### src/rtl/counter_updn_mod.sv
// Up/down modulo-N counter with sync clear/load, cascadable TC and registered wrap pulse.
// Latency: Q and WRAP one CP edge after sampling; TC combinational; no backpressure (CET gates cascade).
module counter_updn_mod #(
  parameter int              WIDTH   = 4,
  parameter longint unsigned MODULUS = 16
) (
  input  logic             CP,
  input  logic             CR,
  input  logic             SR,
  input  logic             PE,
  input  logic             CEP,
  input  logic             CET,
  input  logic             UD,
  input  logic [WIDTH-1:0] D,
  output logic [WIDTH-1:0] Q,
  output logic             TC,
  output logic             WRAP
);

  localparam logic [WIDTH-1:0] MAXV = WIDTH'(MODULUS - 64'd1);
  localparam bit               FULL = (MODULUS == (64'd1 << WIDTH));

  logic             at_top;
  logic             at_bot;
  logic             cnt_en;
  logic             hit_term;
  logic [WIDTH-1:0] load_val;
  logic [WIDTH-1:0] cnt_val;
  logic [WIDTH-1:0] q_nxt;
  logic             wrap_nxt;

  assign at_top   = (Q == MAXV);
  assign at_bot   = (Q == '0);
  assign cnt_en   = CEP & CET;
  assign hit_term = UD ? at_top : at_bot;
  assign TC       = CET & hit_term;

  // A full-range modulus never clamps and wraps naturally in WIDTH-bit arithmetic.
  assign load_val = (!FULL && (D > MAXV)) ? MAXV : D;

  always_comb begin
    cnt_val = Q;
    if (UD) begin
      if (!FULL && at_top) cnt_val = '0;
      else                 cnt_val = Q + WIDTH'(1);
    end else begin
      if (!FULL && at_bot) cnt_val = MAXV;
      else                 cnt_val = Q - WIDTH'(1);
    end
  end

  always_comb begin
    q_nxt    = Q;
    wrap_nxt = 1'b0;
    if (!SR) begin
      q_nxt = '0;
    end else if (!PE) begin
      q_nxt = load_val;
    end else if (cnt_en) begin
      q_nxt    = cnt_val;
      wrap_nxt = hit_term;
    end
  end

  always_ff @(posedge CP or negedge CR) begin
    if (!CR) begin
      Q    <= '0;
      WRAP <= 1'b0;
    end else begin
      Q    <= q_nxt;
      WRAP <= wrap_nxt;
    end
  end

endmodule

### config.mk
export PLATFORM = sky130hd
export DESIGN_NAME = counter_updn_mod
export DESIGN_NICKNAME = d
export VERILOG_FILES = /design/src/rtl/counter_updn_mod.sv
export SDC_FILE = /design/constraint.sdc
export NUM_CORES = 1
export LEC_CHECK = 0
export BUFFER_PORTS_ARGS = -buffer_cell sky130_fd_sc_hd__buf_2
export CAP_MARGIN = 15
export CORE_AREA = 3 3 40 42
export CTS_CLUSTER_SIZE = 16
export DETAILED_ROUTE_END_ITERATION = 8
export DIE_AREA = 0 0 43 45
export PLACE_DENSITY_LB_ADDON = 0.2
export SLEW_MARGIN = 15
export SYNTH_ARGS = -nofsm -noshare
export SYNTH_HDL_FRONTEND = slang
export SYNTH_SLANG_ARGS = --single-unit
### constraint.sdc
create_clock -name CP -period 5.1 [get_ports CP]
set_clock_uncertainty 0.1 [all_clocks]
set_input_delay 0.51 -clock CP [delete_from_list [all_inputs] [get_ports CP]]
set_output_delay 0.51 -clock CP [all_outputs]
set_load 0.05 [all_outputs]
==> results_dict.tcl, run 1 <==
set metrics [dict create \
    grt_pass1_wl_mm 1.32 \
    placed_cells 67 \
    dpl.hpwl_microns 659 \
    hold_viol_final 0 \
    r2r-end "Q[2]$_DFFE_PN0P_" \
    avgSynthCellArea_sq_um 9.98 \
    wl_microns 797 \
    cts.clk_slew.worst_paths_ns 0.04 \
    track_usage_pct 9.48 \
    path_cells "or4_1 > o21ai_1 > and2_2 > buf_2" \
    yosys-top-cells-area "dfrtp_1, o211a_1, ha_1" \
    r2r_slack_ns 3.37 \
    yosysMostFrequentCell "dfrtp_1" \
    drive_gt1_share_pct 40.4 \
    tightest_slew_ns 0.266 \
    worstHoldStart "D[0]" \
    synth_cells 37 \
    power_mw 0.130 \
    p_leak_nw 0.284 \
    netlist.area_leader.share_pct 33.9 \
    diodes 0 \
    place_congestion 0.670 \
    synth_nets 51 \
    place.port_buffers 16 \
    clock-root-buffer "clkbuf_4" \
    ys_seq_area_share_pct 33.9 \
    worstPathArrival_ns 1.76 \
    fmax_mhz 422 \
    layout.cells.non_filler 72 \
    hp-class "input pin to flip-flop" \
    cts_tree "done" \
    initial_core_util_pct 28.7 \
    final.min_clock_period_ns 2.37 \
    finalMaxSlewViolations 0 \
    synthArstFlopShare_pct 100 \
    setup_viol 0 \
    reg2reg_from "Q[0]$_DFFE_PN0P_" \
    netlist_area_sq_um 369 \
    critPathCaptureType "output pin" \
    synth_ff_type "dfrtp_1" \
    rsz0062_at_grt "no" \
    worstSetupPathType "flip-flop to output pin" \
    insertion_delay_ns 0.24 \
    cts_buffer_depth 2 \
    ant_nets 0 \
    post-route-period-util_pct 46.4 \
    cts_buffers 3 \
    grt_max_degree 10 \
    finalSetupTns_ns 0 \
    drt-initial-drc-count 3 \
    hold_path_depth 2 \
    grt_pass1_vias 322 \
    slowest_stage "or4_1" \
    coreArea_sq_um 1280 \
    worstPathRequired_ns 4.49 \
    dieHeight_microns 45 \
    row_count 13 \
    cts-htree-levels 1 \
    wl_per_cell_microns 11.1 \
    p_per_area_nw_per_um2 259 \
    ff2ff_path_depth 5 \
    whs_ns 0.397 \
    die_w_microns 43 \
    via_per_inst 4.90 \
    yosysWarnings 0 \
    antenna_found_initial 0 \
    nets 72 \
    ir_drop_mv 0.134 \
    maxCapViolations 0 \
    design.die.area_sq_um 1940 \
    clock-sinks 5 \
    grt_remaining_overflow 0 \
    hold_end "Q[0]$_DFFE_PN0P_" \
    ctsResizeCount 0 \
    worst_setup_path_start_kind "flip-flop" \
    synth_edf_count 0 \
    synth.distinct_cells 23 \
    fin_util_pct 38.9 \
    synth_commonest_cells "dfrtp_1, nand2_1, nand3_1, o211a_1" \
    ios 17 \
    worst-path-max-fanout 6 \
    drc 0 \
    outcome "complete, no violations" \
    synth_area_leader_cell "dfrtp_1" \
    syn2layout_area_growth_pct 35.6 \
    firstDrtPassIters 4 \
    crit_path_max_incr_delay_ns 0.52 \
    max_slew_margin_pct 82.2 \
    num_vias 353 \
    synth_seq_cells 5 \
]
==> critical path: cells and delay by family (launching register included) <==
kind | cells | cell delay (ns)
and+or+nand+nor | 2 | 0.67
buffers and inverters | 1 | 0.25
DFF | 1 | 0.45
AOI/OAI and AO/OA | 1 | 0.15
==> metrics by stage <==
step	setup slack [ns]	area [sq um]
2_1_floorplan	2.89	369
3_3_place_gp	2.84	464
5_1_grt	2.61	500
3_5_place_dp	2.81	464
4_1_cts	2.71	500
6_report	2.73	500
==> how the worst max path moves through the flow <==
stage                     start  to  cells after the start
4_1_cts        Q[0]$_DFFE_PN0P_  TC                      4
5_1_grt        Q[0]$_DFFE_PN0P_  TC                      4
3_3_place_gp                 UD  TC                      5
2_1_floorplan  Q[0]$_DFFE_PN0P_  TC                      3
3_5_place_dp                 UD  TC                      5
6_report       Q[0]$_DFFE_PN0P_  TC                      4
==> sequential cells by signal, indices dropped and copies added (netlist names) <==
| register | flops |
|---|---|
| WRAP | 1 |
| Q | 4 |
==> what timing repair did <==
item                       in CTS  in global routing
setup endpoints to repair       0                  0
hold endpoints to repair        5                  0
setup buffers                   0                  0
hold buffers                    1                  0
==> cell usage in the layout (no fill, tap or decap) <==
cell and n:
or4_1 1, clkbuf_1 1, nor2b_1 1, nand2_1 4, fa_1 1, nand3_1 4
and4b_1 1, nor3_1 1, nor3b_2 1, dlygate4sd3_1 1, buf_2 16, and3_2 1
a211oi_1 1, nor4b_1 1, ha_1 2, mux2i_1 1, a21oi_1 1, o211a_1 3
dfrtp_1 5, xor2_1 2, mux2_2 1, clkbuf_4 3, inv_1 1, o21ai_1 1
o21ai_0 1, and2_2 1
==> routing by layer <==
metal,routed length [microns],vias to the layer above,track usage [%],part of all wire (%)
met3,61,2,1.20,7.7
met5,0,-,0,0
met1,403,160,12.6,51
met2,313,14,13.2,39
li1,-,177,-,-
met4,19,0,9.04,2.4
==> cell families (layout without fill, tap and decap cells) <==
group / Yosys count / count (layout) / share of synthesized area, %
and+or+nand+nor: 16 / 16 / 27.1
AOI/OAI and AO/OA: 7 / 7 / 14.2
DFF: 5 / 5 / 33.9
adders and majority gates: 3 / 3 / 12.2
xor gates and xnor gates: 2 / 2 / 4.75
muxes: 2 / 2 / 5.76
buffers and inverters: 2 / 22 / 2.03
==> power by group <==
part	internal (mW)	total, mW	switching (mW)
clock	0.0295	0.0450	0.0155
sequential	0.0424	0.0464	0.00401
combinational	0.0145	0.0381	0.0237
total	0.0864	0.130	0.0431
==> area by class of cell <==
type	instances	area, sq um
Inverter	1	3.75
Fill cell	144	785
Timing Repair Buffer	17	90.1
Multi-Input combinational cell	30	236
Clock buffer	4	26.3
Sequential cell	5	125
Tap cell	15	18.8
Power figures use the tool's default switching activity.
==> run 2: changes to the inputs <==
clock period = 2 ns   (was 5.1 ns; I/O delays follow)
==> run 2 against run 1 <==
Effect of this change:
- count of clock-buffer cells in the layout unchanged
- via count unchanged
- worst hold slack got worse by 0.30 ns
- critical path depth is the same
- design area is 5.2% higher
- critical path type unchanged
- largest power group unchanged
==> results_dict.tcl, run 2 (synthesized netlist as in run 1, its figures left out) <==
set metrics [dict create \
    hold_viol_final 0 \
    p_leak_nw 0.293 \
    met1_usage_pct 12.5 \
    max_slew_margin_pct 81.5 \
    hp-class "input pin to flip-flop" \
    track_usage_pct 9.97 \
    fin_util_pct 41.0 \
    p_per_area_nw_per_um2 643 \
    worstPathArrival_ns 1.64 \
    grt_pass1_vias 350 \
    coreArea_sq_um 1280 \
    post-route-period-util_pct 96.8 \
    cts.clk_slew.worst_paths_ns 0.05 \
    tightest_slew_ns 0.277 \
    crit_path_max_incr_delay_ns 0.52 \
    grt_pass1_wl_mm 1.41 \
    drive_gt1_share_pct 46.6 \
    cts_buffer_depth 2 \
    wl_microns 801 \
    ff2ff_path_depth 5 \
    cp_top_family "simple AND/OR/NAND/NOR gates" \
    regMostFlops "Q" \
    antenna_found_initial 0 \
    largest_reg_flops 4 \
    dpl-instance-area_sq_um 464 \
    firstDrtPassIters 2 \
    outcome "complete, no violations" \
    critPathBufInv 1 \
    maxCapViolations 0 \
    crit_cells 4 \
    rsz0062_at_grt "no" \
    worstPathRequired_ns 1.70 \
    place.port_buffers 16 \
    setup_viol 0 \
    finalMaxSlewViolations 0 \
    met3_usage_pct 1.59 \
    dieHeight_microns 45 \
    drc 0 \
    row_count 13 \
    mostFrequentLayoutCell "buf_2" \
    power_mw 0.338 \
    design.die.area_sq_um 1940 \
    final.min_clock_period_ns 1.94 \
    worst_setup_path_start_kind "flip-flop" \
    slowest_stage "or4_4" \
    r2r_slack_ns 0.29 \
    placed_cells 67 \
    finalInstanceArea_sq_um 527 \
    cts_tree "done" \
    clock-root-buffer "clkbuf_4" \
    layout.cells.non_filler 73 \
    setup_slack_ns 0.0649 \
    worstSetupPathType "flip-flop to output pin" \
    busiest_layer "met2" \
    critPathCaptureType "output pin" \
    initial_core_util_pct 28.7 \
    die_w_microns 43 \
    wl_per_cell_microns 11.0 \
    diodes 0 \
    whs_ns 0.0930 \
    insertion_delay_ns 0.24 \
    fmax_mhz 517 \
    final.fill_count 139 \
    clock-sinks 5 \
    via_per_inst 4.84 \
    ios 17 \
    cts_buffers 3 \
    ant_nets 0 \
    pre_cts_slack_ns 0.199 \
    met2_usage_pct 14.7 \
    grt_remaining_overflow 0 \
    place_congestion 0.695 \
    path_cells "or4_4 > o21ai_2 > and2_2 > buf_8" \
    mostFrequentLayoutCells "buf_2, dfrtp_1, nand3_1, nand2_1" \
    syn2layout_area_growth_pct 42.7 \
    top_regs "Q (4), WRAP (1)" \
    hold_path_depth 2 \
    cts-htree-levels 1 \
    ir_drop_mv 0.280 \
    grt_max_degree 10 \
    drt-initial-drc-count 2 \
    nets 73 \
    num_vias 353 \
    worst-path-max-fanout 6 \
    finalSetupTns_ns 0 \
]
[run 2: what timing repair did]
action / 4_1_cts / 5_1_grt
hold endpoints to repair: 5 / 0
pin swaps: 0 / 0
setup buffers: 0 / 1
gates cloned: 0 / 0
hold buffers: 1 / 0
resized for setup: 2 / 4
endpoints found under the setup margin: 1 / 1
[run 2: worst register-to-register path: stages (launching register included)]
cell     delay (ns)
dfrtp_2        0.44
fa_1           0.44
xor2_1         0.17
mux2_2         0.26
mux2i_1        0.13
nor2b_1        0.06
[run 2: worst paths after layout]
check | startpoint | end
min in group asynchronous | CR | Q[3]$_DFFE_PN0P_
min | D[1] | Q[1]$_DFFE_PN0P_
min reg2reg | Q[3]$_DFFE_PN0P_ | Q[3]$_DFFE_PN0P_
max reg2reg | Q[0]$_DFFE_PN0P_ | Q[2]$_DFFE_PN0P_
max in group asynchronous | CR | Q[0]$_DFFE_PN0P_
max | Q[0]$_DFFE_PN0P_ | TC
[run 2: area by class of cell]
class / count / area [sq um] / area share (%)
inverter: 1 / 3.75 / 0.713
tap: 15 / 18.8 / 3.56
sequential: 5 / 126 / 24.0
timing repair buffer: 18 / 108 / 20.4
clock buffer: 4 / 26.3 / 4.99
multi-input combinational: 30 / 244 / 46.3
[run 2: where the power goes]
part / switching, mW / internal (mW) / leakage, nW
combinational: 0.0615 / 0.0429 / 0.214
sequential: 0.0104 / 0.109 / 0.0644
clock: 0.0398 / 0.0753 / 0.0150
[run 2: routing by layer]
metal	wire (microns)	vias up
met4	17	0
li1	-	179
met3	64	2
met2	342	14
met5	0	-
met1	377	158
